`src/rtl/denise_regbus_injector.sv`:
```
`default_nettype none
// ============================================================================
// Module  : denise_regbus_injector
// Brief   : Inserts queued host register writes into idle Agnus->Denise bus
//           slots; sync-flagged writes are held for a vertical-blank burst.
// Rev     : 1.0  initial release
// ============================================================================
module denise_regbus_injector #(
    parameter int         DEPTH     = 4,
    parameter logic [7:0] IDLE_ADDR = 8'hFF
) (
    input  logic                    clk,
    input  logic                    reset_n,
    input  logic                    clk7_en,
    input  logic [8:1]              ags_address_in,
    input  logic [15:0]             ags_data_in,
    input  logic                    vblank,
    input  logic                    host_valid,
    output logic                    host_ready,
    input  logic [8:1]              host_address,
    input  logic [15:0]             host_data,
    input  logic                    host_sync,
    output logic [8:1]              reg_address_out,
    output logic [15:0]             data_out,
    output logic                    inject,
    output logic [$clog2(DEPTH):0]  pending
);

    localparam int                 c_PTR_W = $clog2(DEPTH);
    localparam int                 c_CNT_W = c_PTR_W + 1;
    localparam logic [c_CNT_W-1:0] c_FULL  = c_CNT_W'(DEPTH);

    localparam logic [1:0] c_ST_IDLE    = 2'd0;
    localparam logic [1:0] c_ST_WAIT_VB = 2'd1;
    localparam logic [1:0] c_ST_DRAIN   = 2'd2;

    logic               r_mem_sync [DEPTH];
    logic [7:0]         r_mem_addr [DEPTH];
    logic [15:0]        r_mem_data [DEPTH];
    logic [c_PTR_W-1:0] r_wr_ptr;
    logic [c_PTR_W-1:0] r_rd_ptr;
    logic [c_CNT_W-1:0] r_count;
    logic               r_vb_d;
    logic [1:0]         r_state;

    logic               w_empty;
    logic               w_full;
    logic               w_push;
    logic               w_pop;
    logic               w_head_sync;
    logic               w_head_ok;
    logic               w_eligible;
    logic               w_vb_rise;
    logic [c_CNT_W-1:0] w_cnt_next;
    logic [1:0]         w_state_next;

    assign w_empty     = (r_count == '0);
    assign w_full      = (r_count == c_FULL);
    assign host_ready  = !w_full && reset_n;
    assign w_push      = host_valid && host_ready;
    assign w_head_sync = r_mem_sync[r_rd_ptr];
    assign w_vb_rise   = vblank && !r_vb_d;
    assign pending     = r_count;

    // Agnus owns every non-idle slot; the host only fills slots it left empty.
    assign w_eligible  = clk7_en && (ags_address_in == IDLE_ADDR) && !w_empty;
    assign inject      = w_eligible && w_head_ok;
    assign w_pop       = inject;

    assign reg_address_out = inject ? r_mem_addr[r_rd_ptr] : ags_address_in;
    assign data_out        = inject ? r_mem_data[r_rd_ptr] : ags_data_in;

    always_comb begin
        w_cnt_next = r_count;
        case ({w_push, w_pop})
            2'b10:   w_cnt_next = r_count + c_CNT_W'(1);
            2'b01:   w_cnt_next = r_count - c_CNT_W'(1);
            default: w_cnt_next = r_count;
        endcase
    end

    always_ff @(posedge clk or negedge reset_n) begin
        if (!reset_n) begin
            for (int i = 0; i < DEPTH; i++) begin
                r_mem_sync[i] <= 1'b0;
                r_mem_addr[i] <= '0;
                r_mem_data[i] <= '0;
            end
            r_wr_ptr <= '0;
            r_rd_ptr <= '0;
            r_count  <= '0;
            r_vb_d   <= 1'b0;
        end else begin
            if (w_push) begin
                r_mem_sync[r_wr_ptr] <= host_sync;
                r_mem_addr[r_wr_ptr] <= host_address;
                r_mem_data[r_wr_ptr] <= host_data;
                r_wr_ptr             <= r_wr_ptr + c_PTR_W'(1);
            end
            if (w_pop) begin
                r_rd_ptr <= r_rd_ptr + c_PTR_W'(1);
            end
            r_count <= w_cnt_next;
            r_vb_d  <= vblank;
        end
    end

    always_ff @(posedge clk or negedge reset_n) begin
        if (!reset_n) begin
            r_state <= c_ST_IDLE;
        end else begin
            r_state <= w_state_next;
        end
    end

    // A burst ends when the queue empties or blanking ends, whichever is first.
    always_comb begin
        w_state_next = r_state;
        case (r_state)
            c_ST_IDLE: begin
                if (!w_empty && w_head_sync) begin
                    w_state_next = c_ST_WAIT_VB;
                end
            end
            c_ST_WAIT_VB: begin
                if (w_vb_rise) begin
                    w_state_next = c_ST_DRAIN;
                end
            end
            c_ST_DRAIN: begin
                if (w_cnt_next == '0) begin
                    w_state_next = c_ST_IDLE;
                end else if (!vblank) begin
                    w_state_next = w_head_sync ? c_ST_WAIT_VB : c_ST_IDLE;
                end
            end
            default: w_state_next = c_ST_IDLE;
        endcase
    end

    always_comb begin
        w_head_ok = 1'b0;
        case (r_state)
            c_ST_IDLE:    w_head_ok = !w_head_sync;
            c_ST_WAIT_VB: w_head_ok = 1'b0;
            c_ST_DRAIN:   w_head_ok = vblank;
            default:      w_head_ok = 1'b0;
        endcase
    end

endmodule
`default_nettype wire

```
`config.mk`:
```
export PLATFORM = sky130hd
export DESIGN_NAME = denise_regbus_injector
export DESIGN_NICKNAME = d
export VERILOG_FILES = /design/src/rtl/denise_regbus_injector.sv
export SDC_FILE = /design/constraint.sdc
export NUM_CORES = 1
export LEC_CHECK = 0
export ABC_AREA = 1
export BUFFER_PORTS_ARGS = -buffer_cell sky130_fd_sc_hd__clkbuf_2
export CAP_MARGIN = 5
export CORE_MARGIN = 8
export CORE_UTILIZATION = 42
export CTS_CLUSTER_DIAMETER = 120
export DETAILED_ROUTE_END_ITERATION = 12
export PLACE_DENSITY = 0.69
export REMOVE_ABC_BUFFERS = 1
export SKIP_LAST_GASP = 1
export SLEW_MARGIN = 0
export SYNTH_ARGS = -nofsm -noshare
export SYNTH_HDL_FRONTEND = slang
export SYNTH_SLANG_ARGS = --single-unit
```
`constraint.sdc`:
```
create_clock -name clk -period 2.6 [get_ports clk]
set_clock_uncertainty 0.15 [all_clocks]
set_input_delay 0.26 -clock clk [delete_from_list [all_inputs] [get_ports clk]]
set_output_delay 0.26 -clock clk [all_outputs]
set_load 0.03 [all_outputs]
```
* Word-level counts from Yosys, hierarchy flattened
Index checks and enable logic that the tools add are counted.
** Storage, ports and cells
- Register bits after elaboration :: 110
- Input bits :: 54
- Output and inout bits :: 29
- Logic and storage cells :: 79
** Cells by class
- Bitwise gates (word level) :: 2
- Mux-type cells :: 28
- Reduce and logical (&&, ||, !) cells :: 16
- Equality and inequality tests :: 9
- Magnitude comparators :: 3
- $add $sub $neg :: 4
** Operators with widths (count)
- 64-bit bitwise mux :: 1
- 16-bit two-way mux :: 4
- 16-bit binary-select mux with 2-bit select :: 1
- 32-bit bitwise mux :: 1
- 16-bit demux with 2-bit select :: 1
- 8-bit two-way mux :: 4
- 8-bit binary-select mux with 2-bit select :: 1
- 8-bit demux with 2-bit select :: 1
- 8-bit equality test, second input constant :: 1
- 1-bit logical AND :: 8
- 2-bit two-way mux :: 4
- 3-bit greater-or-equal comparator, second input constant :: 2
- 3-bit logical NOT :: 2
- 2-bit inverter with 3-bit output :: 2
- 2-bit case mux with 3 select lines :: 1
- 3-bit case mux with 2 select lines :: 1
- 2-bit by 1-bit adder with 2-bit output, second input constant :: 2
- 4-bit bitwise mux :: 1
- 2-bit by 1-bit equality test with 1-bit output, second input constant :: 2
- 2-bit equality test, second input constant :: 2
- 1-bit logical NOT :: 4
- 1-bit two-way mux :: 4
- 2-bit != test, second input constant :: 2
- 3-bit by 1-bit adder with 3-bit output, second input constant :: 1
- 9 further kinds :: 9

* Logic depth before layout (Yosys ltp)
- Word-level depth :: 12
- Depth in mapped cells :: 22
- Depth with buffers taken out :: 20

* Worst setup path after synthesis
OpenSTA, ideal clock, no wires.
- Kind :: register -> register
- Start :: reg r_count[0] (netlist: pending[0])
- End :: reg r_state[0]
- Required time :: 2327 ps
- Buffers on the path :: 2
- Path slack :: -353 ps
- Data arrival time :: 2680 ps
- Library setup time :: 123 ps
- Period minus slack after synthesis :: 2953 ps
- Stages on the path, launching flop included :: 15
- Path through :: dfrtp_1 inv_2 a31oi_4 nand2_4 buf_2 buf_4 ha_1 inv_1 fa_1 o21ai_0 nor2_1 nand3_1 a21oi_1 nand2_1 nand2_1
** Between the ends
- Word-level cells in the longest chain between the ends :: 9
- Elaborated cells between the ends (all ways) :: 20
- Those cells by class :: add/sub (2); eq/ne (5); mux (3); reduce/logical (10)
** RTL lines
- from (decl) :: RTL line 42 : logic [c_CNT_W-1:0] r_count;
- from (signal assigned) :: RTL line 103 : r_count <= w_cnt_next;
- 3-bit equality test (*) :: RTL line 58 : assign w_full = (r_count == c_FULL);
- 1-bit logical NOT (*) :: RTL line 59 : assign host_ready = !w_full && reset_n;
- 1-bit logical AND (*) :: RTL line 59
- via host_ready :: RTL line 19 : output logic host_ready,
- 1-bit logical AND (*) :: RTL line 60 : assign w_push = host_valid && host_ready;
- 2-bit by 1-bit equality test with 1-bit output or 2-bit equality test (tied branches) :: RTL line 75 : case ({w_push, w_pop})
- 3-bit case mux with 2 select lines (*) :: RTL line 75
- via w_cnt_next[1] :: RTL line 54 : logic [c_CNT_W-1:0] w_cnt_next;
- 3-bit logical NOT (*) :: RTL line 131 : if (w_cnt_next == '0) begin
- 3-bit != test (no line) or 2-bit two-way mux (tied branches)
- 3-bit AND reduction (no line) or 2-bit case mux with 3 select lines (tied branches)
- to (signal assigned) :: RTL line 110 : r_state <= c_ST_IDLE;
- to (signal assigned) :: RTL line 112 : r_state <= w_state_next;
- to (decl) :: RTL line 44 : logic [1:0] r_state;
The timed path passes the listed nets; every way through them passes the cells marked *.
A chain may end at the register's enable or synchronous reset.

* Worst setup path in the final report
- Start :: reg r_state[0]
- End :: reg r_state[0]
** Between the ends
- Word-level cells in the longest chain between the ends :: 8
- Elaborated cells between the ends (all ways) :: 15
- Those cells by class :: eq/ne (7); mux (4); reduce/logical (4)
** RTL lines
- 2-bit equality test or 2-bit logical NOT (tied branches) :: RTL line 143 : case (r_state)
- 1-bit case mux with 2 select lines (*) :: RTL line 143
- 1-bit logical AND (*) :: RTL line 67 : assign inject = w_eligible && w_head_ok;
- 2-bit by 1-bit equality test with 1-bit output or 2-bit equality test (tied branches) :: RTL line 75
- 3-bit case mux with 2 select lines (*) :: RTL line 75
- via w_cnt_next[1] :: RTL line 54
- 3-bit logical NOT (*) :: RTL line 131
- 3-bit != test (no line) or 2-bit two-way mux (tied branches)
- 3-bit AND reduction (no line) or 2-bit case mux with 3 select lines (tied branches)
Marked as above.

==> run summary <==
outcome: finished clean
Synthesis Warnings: 0
CTS Buf Count: 9
Synth Cell Area: 5540 um^2
data arrival time of the critical path: 2.60 ns
DP Area: 6070 um^2
DRC viols: 0
Hold Crit Class: in2reg
row cnt: 42
fin cells: 973
Clock power frac: 20.6%
post-synthesis sequential area ratio: 49.7%
Routed WL per cell: 15.1 um
Setup CP Type: reg2reg
register area: 2750 um^2
share of post-route cells with drive strength above 1: 17.2%
drt initial violations: 336
drt via density: 4.88
ANT nets after route: 0
Post-Syn Area per Cell: 7.70 um^2
Comb pwr share: 35.1%
Int Pwr: 3.94 mW
worst slew pin tran: 0.790 ns
largest net degree at the start of global routing: 65
Area growth syn-to-layout: 16.4%
CTS tree: yes
Max-Cap Viols: 0
full die area: 17100 um^2
# port buffers: 82
number of H-tree levels: 3
vias in the first global route: 4725
Die Span Y: 131 um
PwrDens: 980 nW/um^2
critical path's top delay family: simple AND/OR/NAND/NOR gates
Mapped Cells: 719
RSZ-0062 raised after global routing: yes
Setup WS pre-CTS: -0.00938 ns
sequential power share: 44.3%
gr ovfl total: 0
crit-path most repeated cell: nand2_1
clock latency on the worst-skew pair: 0.35 ns
final WL: 14700 um
RePlAce Congestion: 0.778
final instance area: 6450 um^2
max_slew headroom: 47.3%
Final min period: 2.46 ns
drt pass-1 iters: 6
Final nets: 852
peak supply drop: 483 uV
Inserted Diodes: 0
fmax: 407 MHz
total net switching power: 2.38 mW
CP max FO: 4
initial antenna violation count: 0
first-pass GRT wire length: 23800 um
Seq cells post-synth: 110
Sw Ratio: 37.6%
Final Max Slew Viols: 0
worst path cell trace: nor3_4 > inv_1 > nand2_1 > nand2_4 > inv_4 > ha_1 > inv_2 > fa_1 > o21ai_1 > nor2_1 > nand3_2 > a21oi_2 > nand2_1 > nand2_1
clock sinks: 110
CP Capture Type: flop
critical path's slowest cell: fa_1
# setup viols final: 0
Final period util: 94.5%
CP max stage delay: 0.48 ns
Worst Path Buf+Inv: 3
Worst Path Required: 2.74 ns
Total Routing Usage GR: 17.8%
Vias: 4752
Final Hold Viols: 0
Core Area: 13000 um^2
Max Root-Sink Buffers: 2
Boundary Pins: 83
Clock Root Buffer: clkbuf_16
Startpoint Class: flop
area occupied by multi-input gates: 2330 um^2
Cell variety after synth: 26
Detail Placement HPWL: 8760 um
fill count: 1353
leak pwr: 3.29 nW
fin worst setup slack: 0.143 ns
clock slew at reported path FFs: 0.07 ns
Placed Cells: 950
die width: 131 um
Starting Density: 42.5%
-- path summary, 6_finish.rpt --
kind                                from              to  slack [ns]  cells after the start
min in group asynchronous        reset_n   r_mem_addr[8]        0.43                      3
min reg2reg                r_mem_data[7]   r_mem_data[7]        0.32                      2
max reg2reg                   r_state[0]      r_state[0]        0.14                     14
max in group asynchronous        reset_n  r_mem_data[36]        0.65                      4
min                        host_data[10]  r_mem_data[10]        0.01                      3
max                           r_state[0]      r_state[0]        0.14                     14
-- power groups by stage --
stage               Clock, mW  Combinational (mW)  Sequential [mW]
finish                   1.30                2.22             2.80
global route             1.40                2.60             2.89
CTS                      1.33                2.17             2.80
detailed placement          0                2.15             2.83
global placement            0                2.12             2.79
floorplan                   0                1.48             2.81
-- routing by layer --
metal	track usage (%)	vias up	wire, um
met5	0	-	0
met2	29.0	112	6860
li1	-	2436	-
met4	5.00	0	177
met1	22.9	2190	6760
met3	4.71	14	895
-- cell usage in the layout (no fill, tap or decap), types with 2 or more instances in the layout --
cell type      instances
inv_1                 63
dfrtp_1              109
clkbuf_2              81
nand3_2                2
nor2_4                 6
inv_2                  6
xor2_1                 2
nand2_4                2
clkbuf_1               2
nor2_1                 9
clkinvlp_4             2
dlygate4sd3_1          3
o21ai_0              105
nand2_1              252
clkbuf_16              9
buf_4                 18
o21ai_1               47
a21oi_1               49
clkinv_4               2
nand3_1                5
o21a_1                 7
ha_1                   5
-- synth_stat cells --
library cell	count	area, um^2
buf_6	3	33.8
dfrtp_1	110	2750
a31oi_4	1	21.3
clkbuf_2	1	5.00
nor3_1	1	5.00
ha_1	5	62.6
clkbuf_1	13	48.8
nand2_4	2	22.5
o21a_1	7	52.6
a21oi_1	50	250
nand2_1	252	946
o21ai_0	106	531
inv_1	64	240
buf_2	16	80.1
buf_1	3	11.3
nor2_1	10	37.5
nand4_1	1	6.26
nor2_4	4	45.0
xor2_1	2	17.5
nand3_1	7	35.0
inv_4	1	6.26
clkinv_2	1	5.00
o21ai_1	46	230
inv_2	5	18.8
fa_1	1	20.0
buf_4	7	52.6
-- worst min-delay path, delay by kind of cell --
family                 cells  cell delay (ns)
AND/OR/NAND/NOR            2             0.10
buffers and inverters      1             0.11
-- cell type report --
cell class                 instances  share of cell area, %
sequential                       110                   42.7
clock buffer                      12                   3.82
multi-input combinational        497                   36.2
timing repair buffer             103                   9.16
clock inverter                     4                  0.505
inverter                          71                   4.19
tap                              176                   3.42
-- logic make-up after synthesis --
group                    count (synthesis)  share of synthesized area (%)
buffers and inverters                  114                           9.06
AND/OR/NAND/NOR                        277                           19.8
AO/OA/AOI/OAI                          210                           19.6
flip-flops                             110                           49.7
adder cells (fa/ha/maj)                  6                           1.49
XOR/XNOR                                 2                          0.316
-- what timing repair did --
action	CTS	global route
gates resized for setup	2	9
setup buffers	0	2
pin swaps	0	6
setup endpoints to repair	1	30
endpoints found under the hold margin	48	0
cloned	0	2
hold buffers	3	0
-- per-stage QoR --
step | hold WS [ns] | setup TNS [ns] | utilization [%] | total power, mW
floorplan | -0.186 | -12.02 | - | 4.30
global placement | 0.236 | 0 | 46.6 | 4.91
detailed placement | 0.244 | -0.00938 | 46.6 | 4.98
CTS | 0.00362 | 0 | 49.0 | 6.29
global route | 0.0159 | -0.118 | 49.5 | 6.89
finish | 0.0100 | 0 | 49.5 | 6.32
-- registers in the layout (all words and copies together) (netlist names) --
signal / cells
r_mem_data: 64
r_mem_addr: 32
r_mem_sync: 4
pending: 3
r_rd_ptr: 2
r_state: 2
r_wr_ptr: 2
r_vb_d: 1
(Power assumes the default switching activity.)
